### src/rtl/cheese_spawner.sv
// Cheese position/visibility owner: hides the cheese when taken, waits out a respawn
// delay, then places it at a pseudo-random legal spot away from Jerry.
module cheese_spawner #(
  parameter int unsigned X_MIN         = 32,
  parameter int unsigned X_MAX         = 960,
  parameter int unsigned Y_MIN         = 64,
  parameter int unsigned Y_MAX         = 700,
  parameter int unsigned MIN_DIST      = 100,
  parameter int unsigned RESPAWN_DELAY = 65000,
  parameter int unsigned MAX_TRIES     = 64,
  parameter int unsigned FALLBACK_X    = 512,
  parameter int unsigned FALLBACK_Y    = 384,
  parameter logic [19:0] LFSR_SEED     = 20'hACE1
) (
  input  logic        clk,
  input  logic        rst,
  input  logic        reset_i,
  input  logic        is_cheese_taken_i,
  input  logic [11:0] jerrypos_x_i,
  input  logic [11:0] jerrypos_y_i,
  output logic [11:0] cheesepos_x_o,
  output logic [11:0] cheesepos_y_o,
  output logic        cheese_visible_o,
  output logic [7:0]  respawn_ctr_o
);

  // state  | meaning
  // PICK   | cheese hidden, testing one LFSR candidate per cycle
  // ACTIVE | cheese shown at a fixed position, waiting to be taken
  // WAIT   | cheese hidden, counting out the respawn delay
  typedef enum logic [1:0] {PICK, ACTIVE, WAIT} state_e;

  localparam int unsigned DW = (RESPAWN_DELAY > 1) ? $clog2(RESPAWN_DELAY) : 1;
  localparam int unsigned TW = $clog2(MAX_TRIES + 1);
  localparam logic [DW-1:0] DELAY_LAST = DW'(RESPAWN_DELAY - 1);
  localparam logic [TW-1:0] TRY_LAST   = TW'(MAX_TRIES - 1);
  localparam logic [12:0]   X_LO       = 13'(X_MIN);
  localparam logic [12:0]   X_HI       = 13'(X_MAX);
  localparam logic [12:0]   Y_LO       = 13'(Y_MIN);
  localparam logic [12:0]   Y_HI       = 13'(Y_MAX);
  localparam logic [12:0]   DIST       = 13'(MIN_DIST);
  localparam logic [11:0]   FB_X       = 12'(FALLBACK_X);
  localparam logic [11:0]   FB_Y       = 12'(FALLBACK_Y);

  state_e          state_q, state_d;
  logic [19:0]     lfsr_q, lfsr_d;
  logic [DW-1:0]   delay_q, delay_d;
  logic [TW-1:0]   try_q, try_d;
  logic [11:0]     pos_x_q, pos_x_d, pos_y_q, pos_y_d;
  logic            visible_q, visible_d;
  logic [7:0]      ctr_q, ctr_d;

  logic [12:0] cx, cy, jx, jy, dx, dy;
  logic        in_window, far_enough, accept;

  assign lfsr_d = {lfsr_q[18:0], lfsr_q[19] ^ lfsr_q[16]};

  // Differences kept unsigned and one bit wider so nothing wraps.
  assign cx = {3'b000, lfsr_q[9:0]};
  assign cy = {3'b000, lfsr_q[19:10]};
  assign jx = {1'b0, jerrypos_x_i};
  assign jy = {1'b0, jerrypos_y_i};
  assign dx = (cx >= jx) ? (cx - jx) : (jx - cx);
  assign dy = (cy >= jy) ? (cy - jy) : (jy - cy);

  assign in_window  = (cx >= X_LO) && (cx <= X_HI) && (cy >= Y_LO) && (cy <= Y_HI);
  assign far_enough = (dx >= DIST) || (dy >= DIST);
  assign accept     = in_window && far_enough;

  always_comb begin
    state_d   = state_q;
    delay_d   = delay_q;
    try_d     = try_q;
    pos_x_d   = pos_x_q;
    pos_y_d   = pos_y_q;
    visible_d = visible_q;
    ctr_d     = ctr_q;
    if (reset_i) begin
      state_d   = PICK;
      visible_d = 1'b0;
      ctr_d     = '0;
      delay_d   = '0;
      try_d     = '0;
    end else begin
      unique case (state_q)
        PICK: begin
          if (accept) begin
            pos_x_d   = cx[11:0];
            pos_y_d   = cy[11:0];
            visible_d = 1'b1;
            ctr_d     = ctr_q + 8'd1;
            try_d     = '0;
            state_d   = ACTIVE;
          end else if (try_q == TRY_LAST) begin
            pos_x_d   = FB_X;
            pos_y_d   = FB_Y;
            visible_d = 1'b1;
            ctr_d     = ctr_q + 8'd1;
            try_d     = '0;
            state_d   = ACTIVE;
          end else begin
            try_d = try_q + TW'(1);
          end
        end
        ACTIVE: begin
          if (is_cheese_taken_i) begin
            visible_d = 1'b0;
            delay_d   = '0;
            state_d   = WAIT;
          end
        end
        WAIT: begin
          if (delay_q == DELAY_LAST) begin
            delay_d = '0;
            state_d = PICK;
          end else begin
            delay_d = delay_q + DW'(1);
          end
        end
        default: state_d = PICK;
      endcase
    end
  end

  always_ff @(posedge clk) begin
    if (rst) begin
      state_q   <= PICK;
      lfsr_q    <= LFSR_SEED;
      delay_q   <= '0;
      try_q     <= '0;
      pos_x_q   <= FB_X;
      pos_y_q   <= FB_Y;
      visible_q <= 1'b0;
      ctr_q     <= '0;
    end else begin
      state_q   <= state_d;
      lfsr_q    <= lfsr_d;
      delay_q   <= delay_d;
      try_q     <= try_d;
      pos_x_q   <= pos_x_d;
      pos_y_q   <= pos_y_d;
      visible_q <= visible_d;
      ctr_q     <= ctr_d;
    end
  end

  assign cheesepos_x_o    = pos_x_q;
  assign cheesepos_y_o    = pos_y_q;
  assign cheese_visible_o = visible_q;
  assign respawn_ctr_o    = ctr_q;

endmodule

### config.mk
export PLATFORM = sky130hd
export DESIGN_NAME = cheese_spawner
export DESIGN_NICKNAME = d
export VERILOG_FILES = /design/src/rtl/cheese_spawner.sv
export SDC_FILE = /design/constraint.sdc
export NUM_CORES = 1
export LEC_CHECK = 0
export ABC_CLOCK_PERIOD_IN_PS = 4200
export BUFFER_PORTS_ARGS = -buffer_cell sky130_fd_sc_hd__buf_2
export CORE_MARGIN = 2
export CORE_UTILIZATION = 30
export DETAILED_ROUTE_END_ITERATION = 10
export GPL_TIMING_DRIVEN = 0
export PLACE_DENSITY = 0.48
export SETUP_SLACK_MARGIN = 0.15
export SYNTH_ARGS = -nofsm -noshare
export SYNTH_HDL_FRONTEND = slang
export SYNTH_SLANG_ARGS = --single-unit
### constraint.sdc
create_clock -name clk -period 4.2 [get_ports clk]
set_clock_uncertainty 0.15 [all_clocks]
set_input_delay 0.42 -clock clk [delete_from_list [all_inputs] [get_ports clk]]
set_output_delay 0.42 -clock clk [all_outputs]
set_load 0.005 [all_outputs]
# == After elaboration in Yosys (flattened, before gate mapping) ==
# Index checks and enable logic that the tools add are counted.
# totals
output_inout_bits,33
register_bits,78
word_cells,69
# classes
n_addsub,7
muxes,22
n_bitwise,2
magnitude_cmp,8
n_eq_ne,7
n_reduce_logical,15
# op_table
cell,count
12-bit 2-to-1 mux,4
16-bit 2-to-1 mux,2
16-bit case mux with 2 select lines,1
"13-bit by 7-bit greater-or-equal comparator with 1-bit output, second input constant",2
13-bit 2-to-1 mux,2
10-bit by 12-bit subtractor with 13-bit output,2
12-bit by 10-bit subtractor with 13-bit output,2
10-bit by 12-bit greater-or-equal comparator with 1-bit output,2
"10-bit <= comparator, second input constant",2
"16-bit by 1-bit adder with 16-bit output, second input constant",1
"16-bit == test, second input constant",1
8-bit 2-to-1 mux,2
7-bit 2-to-1 mux,2
"10-bit by 6-bit greater-or-equal comparator with 1-bit output, second input constant",1
"10-bit by 7-bit greater-or-equal comparator with 1-bit output, second input constant",1
3-bit AND reduction,3
"8-bit by 1-bit adder with 8-bit output, second input constant",1
2-bit 2-to-1 mux,4
"7-bit by 1-bit adder with 7-bit output, second input constant",1
"7-bit by 6-bit == test with 1-bit output, second input constant",1
2-bit case mux with 3 select lines,1
2-bit nonzero test,3
1-bit logical AND,4
"2-bit != test, second input constant",2
other kinds (11),14

# == Logic depth before layout (Yosys ltp) ==
# Gate-level depths: netlist (run 1).
# depth
ltp_word,7
depth_mapped,14
ltp_nobuf,12

# == Worst setup path after synthesis (run 1) ==
# OpenSTA, ideal clock, no wires.
# synth_timing
kind,in2reg
startpoint,input jerrypos_y_i[6]
endpoint,"register pos_x_q[9], in the netlist cheesepos_x_o[9]"
setup_ns,0.122
n_path_buf,2
path_slack_ns,0.715
t_arrival_ns,3.213
cell_stages,14
path_cell_list,inv_1 -> ha_1 -> buf_2 -> and2_1 -> a41o_1 -> a21o_1 -> a221oi_1 -> xnor2_1 -> a32oi_1 -> or4b_4 -> o21ai_2 -> a21oi_1 -> buf_6 -> o32a_1
# synth_via
elab_chain_len,7
word_cells_on_any_way,10
cone_classes,add/sub: 2; order compare: 2; mux: 2; reduce/logical: 4
# synth_rtl
element,line,text
"start, declared",20,"input logic [11:0] jerrypos_y_i,"
12-bit by 10-bit subtractor with 13-bit output (tied with other cells),64,assign dy = (cy >= jy) ? (cy - jy) : (jy - cy);
13-bit 2-to-1 mux (*),64,
13-bit by 7-bit greater-or-equal comparator with 1-bit output (*),67,assign far_enough = (dx >= DIST) || (dy >= DIST);
1-bit logical OR (*),67,
1-bit logical AND (*),68,assign accept = in_window && far_enough;
2-bit nonzero test (no source line),-,
3-bit AND reduction (no source line),-,
"end signal, assigned",140,pos_x_q <= pos_x_d;
"end, declared",49,"logic [11:0] pos_x_q, pos_x_d, pos_y_q, pos_y_d;"
# Every way passes the cells marked *; elsewhere a longest branch is shown, timed or not.
# A chain may end at the register's enable or synchronous reset.

# == Worst setup path after layout (run 1) ==
# layout_timing
startpoint,register lfsr_q[16]
endpoint,"register pos_y_q[8], in the netlist cheesepos_y_o[8]"
# layout_via
elab_chain_len,7
word_cells_on_any_way,14
cone_classes,add/sub: 2; order compare: 4; mux: 2; reduce/logical: 6
# layout_rtl
element,line,text
"start, declared",46,"logic [19:0] lfsr_q, lfsr_d;"
"start signal, assigned",137,lfsr_q <= lfsr_d;
12-bit by 10-bit subtractor with 13-bit output (tied with other cells),64,
13-bit 2-to-1 mux,64,
13-bit by 7-bit greater-or-equal comparator with 1-bit output,67,
1-bit logical OR,67,
1-bit logical AND (*),68,
2-bit nonzero test (no source line),-,
3-bit AND reduction (no source line),-,
"end signal, assigned",141,pos_y_q <= pos_y_d;
"end, declared",49,
# Marked as above.

==> results of run 1 <==
[cell usage after synthesis, drive strengths merged (5+ instances only)]
library cell	instances	area, um^2
dfxtp	74	1481
inv	68	255.2
nand2	48	182.7
nor2	44	165.2
a21oi	43	237.7
ha	43	538.0
o21ai	28	143.9
nand3	21	110.1
buf	18	125.1
o32ai	17	224.0
nand4	16	100.1
nor3	15	75.07
or2	14	87.59
or3	14	92.59
a31oi	13	81.33
xor2	13	113.9
clkbuf	12	46.29
o211ai	11	92.58
a21o	8	60.06
and3	8	50.05
nor2b	6	37.54
o31ai	6	50.05
xnor2	6	52.55
and2	5	33.78
o2111ai	5	50.04
o21a	5	37.54
[worst max-delay path, stage by stage (launching register included)]
cell,delay (ns)
dfxtp_1,0.41
ha_1,0.28
buf_2,0.19
and2_1,0.20
a41o_1,0.25
a21o_1,0.18
a221oi_1,0.32
xnor2_1,0.16
a32oi_1,0.08
or4b_4,0.62
o21ai_2,0.19
a21oi_1,0.13
buf_6,0.16
o32a_1,0.28
[stage by stage]
stage / instances / power, uW / util / worst slack [ns] / hold WS [ns]
after floorplan: 634 / 1081 / - / 0.7149 / 0.2687
after detailed placement: 909 / 1210 / 0.3428 / 0.2794 / 0.2883
after global placement: 909 / 1205 / 0.3428 / 0.2890 / 0.2869
final: 924 / 1959 / 0.3609 / 0.4870 / 0.1992
after global routing: 924 / 2063 / 0.3609 / 0.2532 / 0.1972
after CTS: 924 / 1975 / 0.3604 / 0.4306 / 0.1829
[path summary, 6_finish.rpt]
check                         start          endpoint  slack (ns)  cells after the start
setup reg to reg         lfsr_q[16]  cheesepos_y_o[8]        0.49                     13
hold / removal    is_cheese_taken_i        state_q[0]        0.20                      2
hold reg to reg            try_q[6]          try_q[6]        0.30                      2
setup / recovery         lfsr_q[16]  cheesepos_y_o[8]        0.49                     13
[where the power goes]
part           switching [uW]  internal (uW)
clock                     287            470
combinational             273            176
sequential               22.6            730
total                     583           1380
[cell families (layout without fill, tap and decap cells)]
family	Yosys count	after routing
compound gates	177	177
simple gates	214	214
buf+inv	98	168
other cells	1	4
mux	5	5
fa+ha+maj	43	43
xor+xnor	19	19
flops	74	74
[flip-flops by register name, indices dropped and copies added, names as in the netlist]
register	count
try_q	7
lfsr_q	20
state_q	2
respawn_ctr_o	8
cheesepos_x_o	10
cheesepos_y_o	10
cheese_visible_o	1
delay_q	16
[per-layer routing]
layer | up-vias | wire [um]
met5 | - | 0
met4 | 0 | 308
met3 | 19 | 442
met2 | 110 | 6787
met1 | 2221 | 6705
li1 | 2424 | -
[timing repair]
action | CTS | global route
gates resized for setup | 0 | 1
setup endpoints to repair | 0 | 1
hold buffers | 0 | 0
[cell type report]
| cell class | count | area (um^2) | share of cell area |
|---|---|---|---|
| repair buffers | 55 | 275.3 | 0.04567 |
| plain buffers | 30 | 171.4 | 0.02844 |
| clock buffers | 10 | 239.0 | 0.03965 |
| clock inverters | 5 | 55.05 | 0.009134 |
| multi-input cells | 462 | 3274 | 0.5433 |
| well taps | 220 | 275.3 | 0.04567 |
| inverters | 68 | 255.2 | 0.04235 |
| flip-flops and latches | 74 | 1481 | 0.2458 |
==> out/results.tsv, run 1 <==
stage	metric	value	unit
status	run_status	completed	
die	design.die.area	18280	um^2
yosys	synthSimpleGateAreaFrac	0.2188	
yosys	mappedNetlistArea	5164	um^2
setup_path	maximum_net_fanout_on_the_critical_path	10	
flow_run	cap_viol_max_count	0	
global_routing	globalRouteMet2Util	0.2685	
global_routing	gr-usage-met3	0.02020	
yosys	synth-seq-cells	74	
setup_path	worst_setup_path_end_kind	flip-flop	
timing	tightestPinTransition	0.7384	ns
global_routing	gr-usage-met1	0.2020	
clocking	cts_buffer_depth	2	
cells_and_area	postLayoutCellArea	6027	um^2
yosys	async_reset_ff_frac	0	
power	power.ir.vdd_worst	0.0002096	V
cells_and_area	area_growth	16.72	%
routing	drt_iter0_markers	238	
yosys	main_combinational_cell_family_by_area_after_synthesis	compound AO/OA/AOI/OAI gates	
timing	finalSetupViolCount	0	
global_routing	grtUsageTotal	0.1573	
setup_path	crit_required	4.27	ns
power	power_density	325.0	nW/um^2
yosys	yosysSeqAreaShare	0.2869	
yosys	yosys.cell_types.count	83	
global_routing	vias_in_the_first_global_route	4623	
cells_and_area	num-nets-final	771	
clocking	clk-insertion-delay-late	0.33	ns
die	number_of_standard_cell_rows_in_the_floorplan	47	
routing	route.final.wire_length	14.24	mm
global_routing	grt_busiest_layer	met2	
global_routing	largest_net_degree_at_the_start_of_global_routing	13	
die	floorplan.initialDensity	0.3092	
power	power.leakage	0.002511	uW
timing	setup_repair_after_global_routing_missed_its_margin	false	
timing	final.setup.tns	0	ns
die	overall_die_height	135.2	um
min_path	timing.hold.worst.class	in -> reg	
setup_path	critPathArrivalTime	3.78	ns
place	gp_congestion	0.8728	
die	core_area	16700	um^2
place	post_dp_cell_area	5725	um^2
yosys	area_fraction_in_compound_gates_after_synthesis	0.2646	
routing	detail_route.drc_violations	0	
global_routing	first_pass_grt_wire_length	23.14	mm
timing	hold_viol_final	0	
yosys	synth.area.mux_share	0.009935	
cells_and_area	antenna_cells_inserted	0	
routing	detailedRoute.firstPassIterationCount	5	
global_routing	initial_antenna_violation_count	0	
routing	routed_via_density	5.167	
routing	drt-wirelength-per-cell	15.41	um
cells_and_area	drive_above_1_share	0.1918	
die	floorplan.die.width	135.2	um
clocking	clkSlewWorstSetupHoldPaths	0.06	ns
routing	drt.antenna.violating_nets	0	
setup_path	worst_setup_path_start_kind	flip-flop	
yosys	yosys.area_share.adder	0.1042	
clocking	htreeDepth	3	
clocking	tritoncts.num_buffers	9	
global_routing	grt.overflow.total	0	
cells_and_area	final_cell_mix	74 x dfxtp_1, 68 x inv_1, 62 x buf_2	
clocking	clock_tree.root_cell	clkbuf_16	
timing	fmaxAchievable	269.3	MHz
place	detailedPlacementHpwl	11.36	mm
routing	num_vias	4774	
timing	final.min_clock_period	3.713	ns
yosys	synth-edff-count	0	
clocking	cts_sinks	74	
timing	final_period_utilization	0.8841	
timing	timing.slew.headroom	0.5044	
yosys	syn-instance-count	631	
die	floorplan.io_pins	61	
yosys	dominantRegCellSynth	dfxtp_1	
cells_and_area	fillerInstances	1803	
clocking	post_cts.repair.setup_buffers	0	
yosys	yosys.area_share.xor_xnor	0.03223	
clocking	clock_tree_from_tritoncts	yes	
yosys	synth.avg_cell_area	8.183	um^2
place	port_buffers	55	
timing	finalMaxSlewViolations	0	
cells_and_area	final_common_cell	dfxtp_1	
yosys	ys.warnings.count	0	
setup_path	critical_path_class	reg -> reg	
(Power assumes the default switching activity.)
==> inputs of run 2 (changes only) <==
CORE_UTILIZATION = 59   (was 30)
PLACE_DENSITY = 0.82   (was 0.48)
==> out/results.tsv, run 2 (synthesis gave the netlist of run 1 again) <==
stage	metric	value	unit	change
status	run_status	completed		
routing	routed_via_density	6.065		+17%
setup_path	critical_path.reg2reg.startpoint	lfsr_q[17]		
clocking	clkSlewWorstSetupHoldPaths	0.08	ns	+0.02 ns
setup_path	worst-r2r-setup-slack	0.50	ns	about the same
global_routing	vias_in_the_first_global_route	4582		-0.89%
die	floorplan.initialDensity	0.6009		+0.2917
cells_and_area	final_common_cell	dfxtp_1		
cells_and_area	drive_above_1_share	0.1903		-0.001420
cells_and_area	postLayoutCellArea	5824	um^2	-3.4%
timing	tightestPinTransition	0.7215	ns	-0.01695 ns
global_routing	first_pass_grt_wire_length	21.38	mm	-7.6%
timing	final_period_utilization	0.8819		-0.002192
routing	drt-wirelength-per-cell	15.91	um	+3.2%
routing	drt_iter0_markers	257		+8.0%
cells_and_area	registers.top_by_ff_count	lfsr_q		
clocking	hold_buffers	0		unchanged
setup_path	timing.critical_path.from	lfsr_q[17]		
power	power.ir.vdd_worst	0.0002134	V	+1.9%
clocking	clk-insertion-delay-late	0.35	ns	+0.02 ns
setup_path	critical_path_class	reg -> reg		
die	core_area	8593	um^2	-49%
setup_path	critPathArrivalTime	3.77	ns	about the same
place	port_buffers	55		unchanged
global_routing	grt.overflow.total	0		unchanged
clocking	tritoncts.num_buffers	9		unchanged
cells_and_area	fillerInstances	719		-60%
min_path	hold-path-cell-count	2		unchanged
global_routing	initial_antenna_violation_count	0		unchanged
routing	detail_route.drc_violations	0		unchanged
clocking	clock_tree_from_tritoncts	yes		
min_path	timing.hold.worst.class	in -> reg		
timing	finalMaxSlewViolations	0		unchanged
timing	final.setup.tns	0	ns	unchanged
cells_and_area	largest_register_ff_count	20		unchanged
setup_path	r2r-end	respawn_ctr_o[7]		
timing	hold_viol_final	0		unchanged
place	gp_congestion	0.9149		+4.8%
clocking	post_cts.repair.setup_buffers	0		unchanged
setup_path	worstSetupEndpoint	respawn_ctr_o[7]		
clocking	clock_tree.root_cell	clkbuf_8		
routing	detailedRoute.firstPassIterationCount	9		+4
clocking	cts_sinks	74		unchanged
global_routing	largest_net_degree_at_the_start_of_global_routing	14		+1
routing	drt.antenna.violating_nets	0		unchanged
place	detailedPlacementHpwl	10.08	mm	-11%
cells_and_area	area_growth	12.79	%	
setup_path	worst_setup_path_end_kind	flip-flop		
cells_and_area	antenna_cells_inserted	0		unchanged
setup_path	maximum_net_fanout_on_the_critical_path	10		unchanged
die	floorplan.io_pins	61		unchanged
flow_run	cap_viol_max_count	0		unchanged
setup_path	crit_required	4.27	ns	about the same
cells_and_area	num-nets-final	771		unchanged
cells_and_area	final_core_utilization	0.6778		+0.3169
timing	fmaxAchievable	270.0	MHz	+0.25%
clocking	cts_buffer_depth	2		unchanged
power	power_density	318.2	nW/um^2	-2.1%
power	power.leakage	0.002486	uW	-1.0%
timing	final_critical_path_setup_slack	0.4962	ns	+0.009207 ns
place	placement_setup_slack	0.3330	ns	+0.05360 ns
clocking	htreeDepth	3		unchanged
timing	setup_repair_after_global_routing_missed_its_margin	false		
place	post_dp_cell_area	5585	um^2	-2.4%
routing	route.final.wire_length	12.92	mm	-9.3%
setup_path	worst_setup_path_start_kind	flip-flop		
cells_and_area	largest_registers	lfsr_q: 20 flops, delay_q: 16 flops		
die	overall_die_height	97.55	um	-28%
global_routing	grtUsageTotal	0.2698		+0.1125
clocking	postCtsResizedCells	0		unchanged
timing	final.min_clock_period	3.704	ns	-0.009207 ns
timing	finalSetupViolCount	0		unchanged
die	number_of_standard_cell_rows_in_the_floorplan	34		-28%
die	design.die.area	9516	um^2	-48%
setup_path	timing.reg2reg.worst_path_depth	12		-1
cells_and_area	final_cell_mix	74 x dfxtp_1, 68 x inv_1, 62 x buf_2		
routing	num_vias	4925		+3.2%
die	floorplan.die.width	97.55	um	-28%
timing	timing.slew.headroom	0.5158		+0.01138
[run 2: worst max-delay path: stages (launching register included)]
cell,delay (ns)
dfxtp_1,0.47
ha_1,0.28
buf_2,0.18
and4_1,0.23
a31oi_1,0.19
o22ai_2,0.12
a41o_2,0.32
a311oi_1,0.22
a31oi_1,0.13
o311ai_1,0.53
o211ai_1,0.21
o311ai_0,0.38
o41ai_1,0.15
[run 2: metrics by stage]
stage,power (uW),instances,hold slack [ns]
6_report,1853,812,0.1511
2_1_floorplan,1081,634,0.2687
3_5_place_dp,1198,797,0.2815
5_1_grt,1939,812,0.1561
3_3_place_gp,1185,797,0.2842
4_1_cts,1855,812,0.1376
[run 2: area by class of cell]
| type | count | area [um^2] | share of cell area |
|---|---|---|---|
| multi-input cells | 462 | 3267 | 0.5609 |
| well taps | 108 | 135.1 | 0.02320 |
| repair buffers | 55 | 275.3 | 0.04726 |
| clock buffers | 9 | 123.9 | 0.02127 |
| inverters | 68 | 255.2 | 0.04382 |
| plain buffers | 30 | 171.4 | 0.02943 |
| flip-flops and latches | 74 | 1481 | 0.2543 |
| clock inverters | 6 | 115.1 | 0.01976 |
[run 2: worst min path at each step]
stage                       from         end  slack [ns]
2_1_floorplan           try_q[6]    try_q[6]        0.27
3_3_place_gp            try_q[6]    try_q[6]        0.28
3_5_place_dp            try_q[6]    try_q[6]        0.28
4_1_cts        is_cheese_taken_i  state_q[0]        0.14
5_1_grt        is_cheese_taken_i  state_q[0]        0.16
6_report       is_cheese_taken_i  state_q[0]        0.15
[run 2: metal layers]
layer,routed length (um),GRT usage
met2,6265,0.4615
met3,694,0.04676
met1,5631,0.3427
met4,330,0.09295
met5,0,0
[run 2: power breakdown]
group	leakage, uW	switching (uW)	internal, uW
logic	0.00177	264	175
registers	0.000604	22.2	729
clock network	0.000116	270	394
total	0.00249	555	1300
==> inputs of run 3 (changes only) <==
ABC_CLOCK_PERIOD_IN_PS = 3800   (was 4200)
clock period = 3.8 ns   (was 4.2 ns; I/O delays follow)
==> out/results.tsv, run 3 (synthesis gave the netlist of run 1 again) <==
stage	metric	value	unit	change
clocking	hold_buffers	0		unchanged
timing	hold_viol_final	0		unchanged
power	power_density	347.4	nW/um^2	+9.2%
power	pwr-share-clk	0.347		-0.011
place	placement_setup_slack	-0.02699	ns	-0.3600 ns
place	port_buffers	55		unchanged
die	number_of_standard_cell_rows_in_the_floorplan	34		unchanged
power	power.share.switching	0.3056		+0.005961
setup_path	critical_path_class	reg -> reg		
power	power.leakage	0.002566	uW	+3.2%
setup_path	worst_setup_path_start_kind	flip-flop		
setup_path	worst_setup_path_end_kind	flip-flop		
routing	num_vias	5043		+2.4%
power	total_switching_power	644.8	uW	+16%
cells_and_area	drive_above_1_share	0.2336		+0.04323
cells_and_area	final_cell_mix	68 x inv_1, 68 x dfxtp_1, 59 x buf_2		
die	overall_die_height	97.55	um	unchanged
power	power.ir.vdd_worst	0.0002387	V	+12%
die	design.die.area	9516	um^2	unchanged
timing	setup_repair_after_global_routing_missed_its_margin	true		
place	detailedPlacementHpwl	10.08	mm	unchanged
routing	drt_iter0_markers	294		+14%
clocking	cts_sinks	74		unchanged
timing	tightestPinTransition	0.7250	ns	+0.003486 ns
routing	detail_route.drc_violations	0		unchanged
cells_and_area	registers.top_by_ff_count	lfsr_q		
place	dp.cells	797		unchanged
die	floorplan.io_pins	61		unchanged
timing	final_period_utilization	0.9554		+0.07355
place	gp_congestion	0.9149		unchanged
die	floorplan.initialDensity	0.6009		unchanged
setup_path	timing.reg2reg.worst_path_depth	12		unchanged
status	run_status	completed		
timing	finalMaxSlewViolations	0		unchanged
die	core_area	8593	um^2	unchanged
routing	drt-wirelength-per-cell	16.64	um	+4.6%
setup_path	critPathMaxStageDelay	0.64	ns	+0.11 ns
global_routing	largest_net_degree_at_the_start_of_global_routing	14		unchanged
clocking	htreeDepth	3		unchanged
die	floorplan.die.width	97.55	um	unchanged
global_routing	first_pass_grt_wire_length	21.38	mm	unchanged
min_path	timing.hold.worst.class	in -> reg		
global_routing	grt.overflow.total	0		unchanged
timing	final.min_clock_period	3.631	ns	-0.07324 ns
setup_path	crit_required	3.89	ns	-0.38 ns
setup_path	critPathArrivalTime	3.72	ns	-0.05 ns
cells_and_area	antenna_cells_inserted	0		unchanged
min_path	worstHoldEndpoint	state_q[0]		
routing	drt.antenna.violating_nets	0		unchanged
setup_path	worst-r2r-setup-slack	0.17	ns	-0.33 ns
cells_and_area	area_growth	17.62	%	
power	p_seq_frac	0.393		-0.012
clocking	clkSlewWorstSetupHoldPaths	0.08	ns	about the same
cells_and_area	final_cells	823		+1.4%
setup_path	maximum_net_fanout_on_the_critical_path	10		unchanged
min_path	min-delay-start	is_cheese_taken_i		
clocking	clock_tree_from_tritoncts	yes		
cells_and_area	largest_registers	lfsr_q: 20 flops, delay_q: 16 flops		
setup_path	timing.critical_path.slowest_stage_cell	or4b_4		
timing	timing.slew.headroom	0.5149		-0.0008820
flow_run	cap_viol_max_count	0		unchanged
timing	final.hold.worst_slack	0.1104	ns	-0.04066 ns
setup_path	critPathMostFrequentCell	buf_6		
cells_and_area	largest_register_ff_count	20		unchanged
power	power_frac_comb	0.259		+0.022
cells_and_area	num-nets-final	782		+1.4%
setup_path	critical_path.reg2reg.startpoint	lfsr_q[3]		
routing	routed_via_density	6.128		+1.0%
global_routing	grtUsageTotal	0.2698		unchanged
timing	fmaxAchievable	275.4	MHz	+2.0%
setup_path	worstPathCellList	ha_1 > buf_6 > or4_1 > nor4_1 > a21oi_1 > a31oi_2 > a2111oi_4 > or4b_4 > o21ai_4 > a21oi_2 > buf_6 > o32a_1		
global_routing	vias_in_the_first_global_route	4582		unchanged
global_routing	initial_antenna_violation_count	0		unchanged
clocking	clk-insertion-delay-late	0.35	ns	about the same
timing	finalSetupViolCount	0		unchanged
routing	route.final.wire_length	13.69	mm	+6.0%
clocking	clock_tree.root_cell	clkbuf_8		
routing	detailedRoute.firstPassIterationCount	5		-4
min_path	hold-path-cell-count	2		unchanged
power	design_power_total	2110	uW	+14%
power	p_int	1465	uW	+13%
setup_path	r2r-end	cheesepos_y_o[7]		
clocking	tritoncts.num_buffers	9		unchanged
timing	final_critical_path_setup_slack	0.1694	ns	-0.3268 ns
clocking	cts_buffer_depth	2		unchanged
run 3: worst max-delay path by stage:
stage                                from               end  cells past startpoint
after floorplan           jerrypos_y_i[6]  cheesepos_x_o[9]                     14
after global placement    jerrypos_y_i[6]  cheesepos_x_o[0]                     15
after detailed placement  jerrypos_y_i[6]  cheesepos_x_o[2]                     15
after CTS                       lfsr_q[6]  cheesepos_x_o[7]                     13
after global routing            lfsr_q[3]  cheesepos_y_o[8]                     12
final                           lfsr_q[3]  cheesepos_y_o[7]                     12
run 3: stage by stage:
stage / util / setup TNS [ns] / instance area [um^2]
final: 0.7068 / 0 / 6073
after global routing: 0.7068 / 0 / 6073
after CTS: 0.6779 / 0 / 5826
after detailed placement: 0.6500 / -0.1354 / 5585
after global placement: 0.6500 / -0.03087 / 5585
after floorplan: - / 0 / 5175
run 3: timing repair:
item                       4_1_cts  5_1_grt
setup buffers                    0       10
pin swaps                        0       11
setup endpoints to repair       13       36
gates resized for setup          1       43
cloned                           0        1
run 3: worst max-delay path, delay by kind of cell, from the launching register on:
family	cells	cell delay (ns)
DFF	1	0.34
and+or+nand+nor	3	1.43
adders and majority gates	1	0.30
buffers and inverters	2	0.30
AOI/OAI and AO/OA	6	1.00
run 3: power groups by stage:
stage / clock, uW / combinational (uW) / sequential, uW
5_1_grt: 770 / 595 / 833
2_1_floorplan: 0 / 353 / 842
3_5_place_dp: 0 / 477 / 847
6_report: 732 / 547 / 830
4_1_cts: 741 / 480 / 829
3_3_place_gp: 0 / 464 / 846
run 3: final cells by class:
type / count / area (um^2)
Inverter: 68 / 255.2
Sequential cell: 74 / 1489
Clock inverter: 6 / 115.1
Fill cell: 685 / 2520
Clock buffer: 9 / 123.9
Multi-Input combinational cell: 462 / 3397
Tap cell: 108 / 135.1
Timing Repair Buffer: 66 / 357.8
Buffer: 30 / 200.2
run 3: per-layer routing:
metal  part of all wire  up-vias  track usage
met1               0.42     2345       0.3427
li1                   -     2446            -
met5                  0        -            0
met2               0.49      210       0.4615
met3              0.054       42      0.04676
met4              0.030        0      0.09295
